## config.mk

```make
export PLATFORM = sky130hd
export DESIGN_NAME = maze_round_ctrl
export DESIGN_NICKNAME = d
export VERILOG_FILES = /design/src/rtl/maze_round_ctrl.sv
export SDC_FILE = /design/constraint.sdc
export NUM_CORES = 1
export LEC_CHECK = 0
export CAP_MARGIN = 20
export CORE_MARGIN = 2
export CORE_UTILIZATION = 53
export DETAILED_ROUTE_END_ITERATION = 6
export HOLD_SLACK_MARGIN = 0.02
export PLACE_DENSITY_LB_ADDON = 0.3
export SLEW_MARGIN = 20
export SYNTH_ARGS = -nofsm -noshare
export SYNTH_HDL_FRONTEND = slang
export SYNTH_SLANG_ARGS = --single-unit
export TNS_END_PERCENT = 30
```

## constraint.sdc

```tcl
create_clock -name in_clk -period 2.79 [get_ports in_clk]
set_input_delay 0.558 -clock in_clk [delete_from_list [all_inputs] [get_ports in_clk]]
set_output_delay 0.558 -clock in_clk [all_outputs]
set_load 0.005 [all_outputs]
```

## src/rtl/maze_round_ctrl.sv

```systemverilog
// Round sequencer for the VGA maze game: maze load, player reset,
// seconds countdown, score and hard-mode lives.
module maze_round_ctrl #(
    parameter int          ROUND_TIME  = 25,
    parameter int          LIVES       = 3,
    parameter int          HOLD_FRAMES = 30,
    parameter logic [15:0] SCORE_MAX   = 16'hFFFF
) (
    input  logic        in_clk,
    input  logic        reset,
    input  logic        start,
    input  logic        posr,
    input  logic        hard_mode,
    input  logic        frame_tick,
    input  logic        sec_tick,
    input  logic        hit_wall,
    input  logic        hit_flag,
    output logic        maze_load,
    output logic        pos_reset,
    output logic        move_en,
    output logic [7:0]  timer,
    output logic [15:0] score,
    output logic [3:0]  lives,
    output logic        hard_q,
    output logic [2:0]  state,
    output logic        game_over
);

    typedef enum logic [2:0] {
        S_IDLE    = 3'd0,
        S_LOAD    = 3'd1,
        S_PLAY    = 3'd2,
        S_HIT     = 3'd3,
        S_WIN     = 3'd4,
        S_TIMEOUT = 3'd5,
        S_OVER    = 3'd6
    } state_t;

    localparam logic [7:0] RT8    = 8'(ROUND_TIME);
    localparam logic [3:0] LIVES4 = 4'(LIVES);
    // A zero hold length would never let the hold states exit.
    localparam logic [7:0] HOLD_EFF =
        (HOLD_FRAMES == 0) ? 8'd1 : 8'(HOLD_FRAMES);

    state_t      cur, nxt;
    logic [7:0]  timer_r, timer_n;
    logic [15:0] score_r, score_n;
    logic [3:0]  lives_r, lives_n;
    logic        hard_r, hard_n;
    logic [7:0]  hold_r, hold_n;
    logic        load_n, posr_n, move_n, over_n;

    logic [16:0] score_sum;
    logic [15:0] score_sat;
    logic [8:0]  hold_inc;
    logic        hold_done;
    logic        nxt_hold;
    logic [3:0]  lives_dec;

    // Saturating score increment, doubled for a hard-mode round.
    always_comb begin
        score_sum = {1'b0, score_r} + (hard_r ? 17'd2 : 17'd1);
        if (score_sum > {1'b0, SCORE_MAX})
            score_sat = SCORE_MAX;
        else
            score_sat = score_sum[15:0];
        hold_inc  = {1'b0, hold_r} + 9'd1;
        hold_done = (hold_inc >= {1'b0, HOLD_EFF});
        lives_dec = (lives_r != 4'd0) ? lives_r - 4'd1 : 4'd0;
    end

    // Next state and next values of every registered output.
    always_comb begin
        nxt     = cur;
        timer_n = timer_r;
        score_n = score_r;
        lives_n = lives_r;
        hard_n  = hard_r;
        hold_n  = hold_r;

        unique case (cur)
            S_IDLE, S_OVER: begin
                if (start) begin
                    nxt     = S_LOAD;
                    score_n = 16'd0;
                    lives_n = LIVES4;
                end
            end
            S_LOAD: begin
                hard_n = hard_mode;
                nxt    = S_PLAY;
            end
            S_PLAY: begin
                if (posr) begin
                    nxt = S_LOAD;
                end else if (frame_tick && hit_flag) begin
                    nxt     = S_WIN;
                    score_n = score_sat;
                end else if (sec_tick && timer_r == 8'd1) begin
                    nxt     = S_TIMEOUT;
                    timer_n = 8'd0;
                    if (hard_r)
                        lives_n = lives_dec;
                end else begin
                    if (sec_tick && timer_r != 8'd0)
                        timer_n = timer_r - 8'd1;
                    // Normal mode leaves wall blocking to the datapath.
                    if (frame_tick && hit_wall && hard_r) begin
                        nxt     = S_HIT;
                        lives_n = lives_dec;
                    end
                end
            end
            S_HIT, S_WIN, S_TIMEOUT: begin
                if (frame_tick) begin
                    hold_n = hold_inc[7:0];
                    if (hold_done) begin
                        if (cur == S_WIN)
                            nxt = S_LOAD;
                        else if (lives_r == 4'd0)
                            nxt = S_OVER;
                        else if (cur == S_HIT)
                            nxt = S_PLAY;
                        else
                            nxt = S_LOAD;
                    end
                end
            end
            default: begin
                nxt = S_IDLE;
            end
        endcase

        // Every round start and every return from a hit reloads the clock.
        if (nxt == S_LOAD)
            timer_n = RT8;
        if (cur == S_HIT && nxt == S_PLAY)
            timer_n = RT8;

        // The hold counter only ever counts within one hold state.
        if (nxt != cur)
            hold_n = 8'd0;

        nxt_hold = (nxt == S_HIT) || (nxt == S_WIN) ||
                   (nxt == S_TIMEOUT);
        load_n   = (nxt == S_LOAD);
        posr_n   = load_n || (nxt_hold && cur == S_PLAY);
        move_n   = (nxt == S_PLAY);
        over_n   = (nxt == S_OVER);
    end

    // State, datapath and output registers with synchronous reset.
    always_ff @(posedge in_clk) begin
        if (!reset) begin
            cur       <= S_IDLE;
            timer_r   <= RT8;
            score_r   <= 16'd0;
            lives_r   <= LIVES4;
            hard_r    <= 1'b0;
            hold_r    <= 8'd0;
            maze_load <= 1'b0;
            pos_reset <= 1'b0;
            move_en   <= 1'b0;
            game_over <= 1'b0;
        end else begin
            cur       <= nxt;
            timer_r   <= timer_n;
            score_r   <= score_n;
            lives_r   <= lives_n;
            hard_r    <= hard_n;
            hold_r    <= hold_n;
            maze_load <= load_n;
            pos_reset <= posr_n;
            move_en   <= move_n;
            game_over <= over_n;
        end
    end

    assign timer  = timer_r;
    assign score  = score_r;
    assign lives  = lives_r;
    assign hard_q = hard_r;
    assign state  = cur;

endmodule

```

==> summary.md <==
### Outcome
• **run status** finished, final reports clean

### Clock tree
• **clock-pin transition on the worst setup and hold timing paths** 0.08 ns
• **clk buf depth** 2
• **Setup Buffers After CTS** 0
• **number of buffers created by CTS** 5
• **H-tree Lvls** 2
• **TritonCTS clock tree** yes
• **master cell of the clock root buffer** clkbuf_8
• **clock sink count** 44
• **worst-skew pair later-pin latency** 0.29 ns

### Critical path
• **critical path data required time** 3.00 ns
• **highest fanout seen on the critical path** 7
• **kind of start point of the critical path** flop
• **critical path arrival** 2.75 ns
• **sort of element at the end of the critical path** flop
• **reg-to-reg startpoint** hard_q
• **critical setup path kind** reg -> reg
• **worst setup path startpoint** hard_q

### Logic synthesis
• **Gate Count Post-Synth** 337
• **cell area after technology mapping** 2690 sq um
• **Async S/R FF share, synth** 0
• **nets in the synthesized netlist** 354
• **top cells by area, synth** dfxtp_1 33%, nor2_1 5.3%, nand2_1 4.6%
• **proportion of synthesized chip area in sequential cells** 0.328
• **post-synthesis area per instance** 7.98 sq um
• **area share of the leading cell type in the synthesized netlist** 0.328
• **most used flip-flop cell after synthesis** dfxtp_1
• **synthesized flop and latch total** 44
• **number of library cell types mapped by synthesis** 60
• **cell accounting for the most synthesized area** dfxtp_1
• **count of flip-flops with a built-in enable after synthesis** 0
• **Synthesis Warnings** 0

### Power
• **Peak VDD IR** 0.220 mV
• **static leakage** 0.00116 uW
• **Pwr Density** 398 nW/um^2

### Global routing
• **initial antenna violation count** 0
• **vias in the first global route** 2337
• **Global Route Usage Sum** 0.236
• **wire length of the first global-routing pass** 10500 um
• **total gr overflow** 0
• **largest net degree at the start of global routing** 20

### STA
• **Final Hold Fails** 0
• **worst slew margin relative to its limit** 0.625
• **post-route minimum period** 2.54 ns
• **max-slew violation count** 0
• **unrepaired setup endpoints after global routing** false
• **fin crit share** 0.911
• **Max Freq** 393 MHz
• **worst slew pin tran** 0.556 ns
• **clk_skew** 0.00906 ns
• **Fin Hold WS** 0.478 ns
• **setup_tns** 0 ns
• **final setup vio count** 0

### Place
• **Post-DP HPWL** 4670 um
• **final weighted congestion in routability-driven placement** 0.902
• **post-place instance area** 3210 sq um
• **number of port buffers** 44

### Floorplan
• **Die X-Extent** 75.2 um
• **core box area** 4820 sq um
• **starting density of the core** 0.558
• **number of primary I/O pins** 45
• **row count** 25
• **height of the die** 75.2 um
• **floorplan die area** 5660 sq um

### Worst hold path
• **startpoint of the worst hold path** score[0]
• **hold crit path type** reg -> reg

### Routing
• **DRC violations left** 0
• **wire length per cell after detailed routing** 14.6 um
• **wire length reported by the detailed router** 6510 um
• **Initial DRT Pass Iterations** 4
• **drt via density** 5.86
• **vias after detailed routing** 2620
• **post-detailed-route count of antenna-violating nets** 0
• **First DRT Iteration DRCs** 175

### Final layout
• **Final Cell Area** 3300 sq um
• **number of fill cells** 411
• **NumNets Final** 396
• **share of post-route cells with drive strength above 1** 0.0895
• **Area Overhead vs Synth** 22.9%
• **antenna diode count** 0

### Run
• **Max-Cap Viols** 0

[layer usage]
| layer | part of all wire | vias to the layer above | track usage | routed length [um] |
|---|---|---|---|---|
| met5 | 0 | - | 0 | 0 |
| met4 | 0.0081 | 0 | 0.0682 | 53 |
| met3 | 0.067 | 6 | 0.0388 | 433 |
| met2 | 0.46 | 103 | 0.379 | 3010 |
| met1 | 0.46 | 1211 | 0.329 | 3010 |
| li1 | - | 1300 | - | - |
[where the power goes]
part | total, uW | internal (uW) | switching, uW
clock | 402 | 202 | 200
sequential | 656 | 641 | 15.4
combinational | 256 | 111 | 145
[placed cells by master, fill, tap and decap left out, types with 9 or more instances in the layout]
cell type	count
nor2_1	38
xor2_1	9
a21oi_1	23
o21ai_0	15
inv_1	11
buf_4	10
nand3_1	16
clkdlybuf4s50_1	44
nor3_1	14
dfxtp_1	44
nand2_1	33
[Yosys cell counts (2+ instances only)]
| library cell | instances |
|---|---|
| a311oi_1 | 2 |
| nor3_1 | 14 |
| or3b_1 | 2 |
| nor3b_1 | 3 |
| nand3_1 | 17 |
| o211ai_1 | 5 |
| o21ai_0 | 16 |
| a211oi_1 | 6 |
| nor2_1 | 38 |
| and3_1 | 6 |
| clkbuf_1 | 13 |
| a31oi_1 | 7 |
| o211a_1 | 2 |
| nand2_1 | 33 |
| a21o_1 | 2 |
| nand4b_1 | 2 |
| xor2_1 | 9 |
| a21oi_1 | 23 |
| nor2b_1 | 7 |
| nand4_1 | 3 |
| buf_2 | 4 |
| nor4_1 | 7 |
| xnor2_1 | 7 |
| o221a_4 | 2 |
| or2_2 | 4 |
| and2_1 | 4 |
| dfxtp_1 | 44 |
| inv_1 | 11 |
| ha_1 | 7 |
| nand2b_1 | 5 |
| o21a_1 | 3 |
[timing repair]
action	CTS	global route
hold endpoints to repair	0	0
setup endpoints to repair	0	3
gates resized for setup	0	1
hold buffers	0	0
[worst paths after layout]
| path | to | slack (ns) | cells after the start |
|---|---|---|---|
| max | score[5] | 0.25 | 9 |
| min | score[0] | 0.48 | 2 |
| max reg2reg | score[5] | 0.25 | 9 |
| min reg2reg | score[0] | 0.48 | 2 |
[cell families (layout without fill, tap and decap cells)]
logic type / count (synthesis) / after routing / synth area share
AO/OA/AOI/OAI: 84 / 84 / 0.227
multiplexers: 1 / 1 / 0.00372
flip-flops: 44 / 44 / 0.328
XOR/XNOR: 16 / 16 / 0.0521
buffers and inverters: 30 / 73 / 0.0452
AND/OR/NAND/NOR: 154 / 154 / 0.304
adder cells (fa/ha/maj): 8 / 8 / 0.0400
[state kept, by name (all words and copies together), names as in the netlist]
register,cells
game_over,1
hard_q,1
hold_r,8
lives,4
maze_load,1
move_en,1
pos_reset,1
score,16
state,3
timer,8
[cell type report]
type	count	area [sq um]	share of cell area
Tap cell	67	83.8	0.0254
Sequential cell	44	881	0.267
Timing Repair Buffer	54	515	0.156
Clock buffer	8	90.1	0.0273
Inverter	11	41.3	0.0125
Multi-Input combinational cell	263	1690	0.512
[per-stage QoR]
| stage | total power [uW] | instances | util | setup WS (ns) |
|---|---|---|---|---|
| final | 1310 | 447 | 0.685 | 0.248 |
| after global routing | 1370 | 447 | 0.685 | 0.0561 |
| after CTS | 1320 | 447 | 0.684 | 0.193 |
| after detailed placement | 923 | 439 | 0.666 | 0.110 |
| after global placement | 916 | 439 | 0.666 | 0.174 |
| after floorplan | 830 | 337 | - | 0.442 |
[critical path, stage by stage (launching register included)]
cell and delay [ns]:
dfxtp_1 0.38, inv_1 0.10, ha_1 0.19, fa_1 0.26, nand3_1 0.17, nor4_1 0.36
nor2b_1 0.24, and3_1 0.39, o21ai_0 0.15, a211oi_1 0.23
Power figures use the tool's default switching activity.
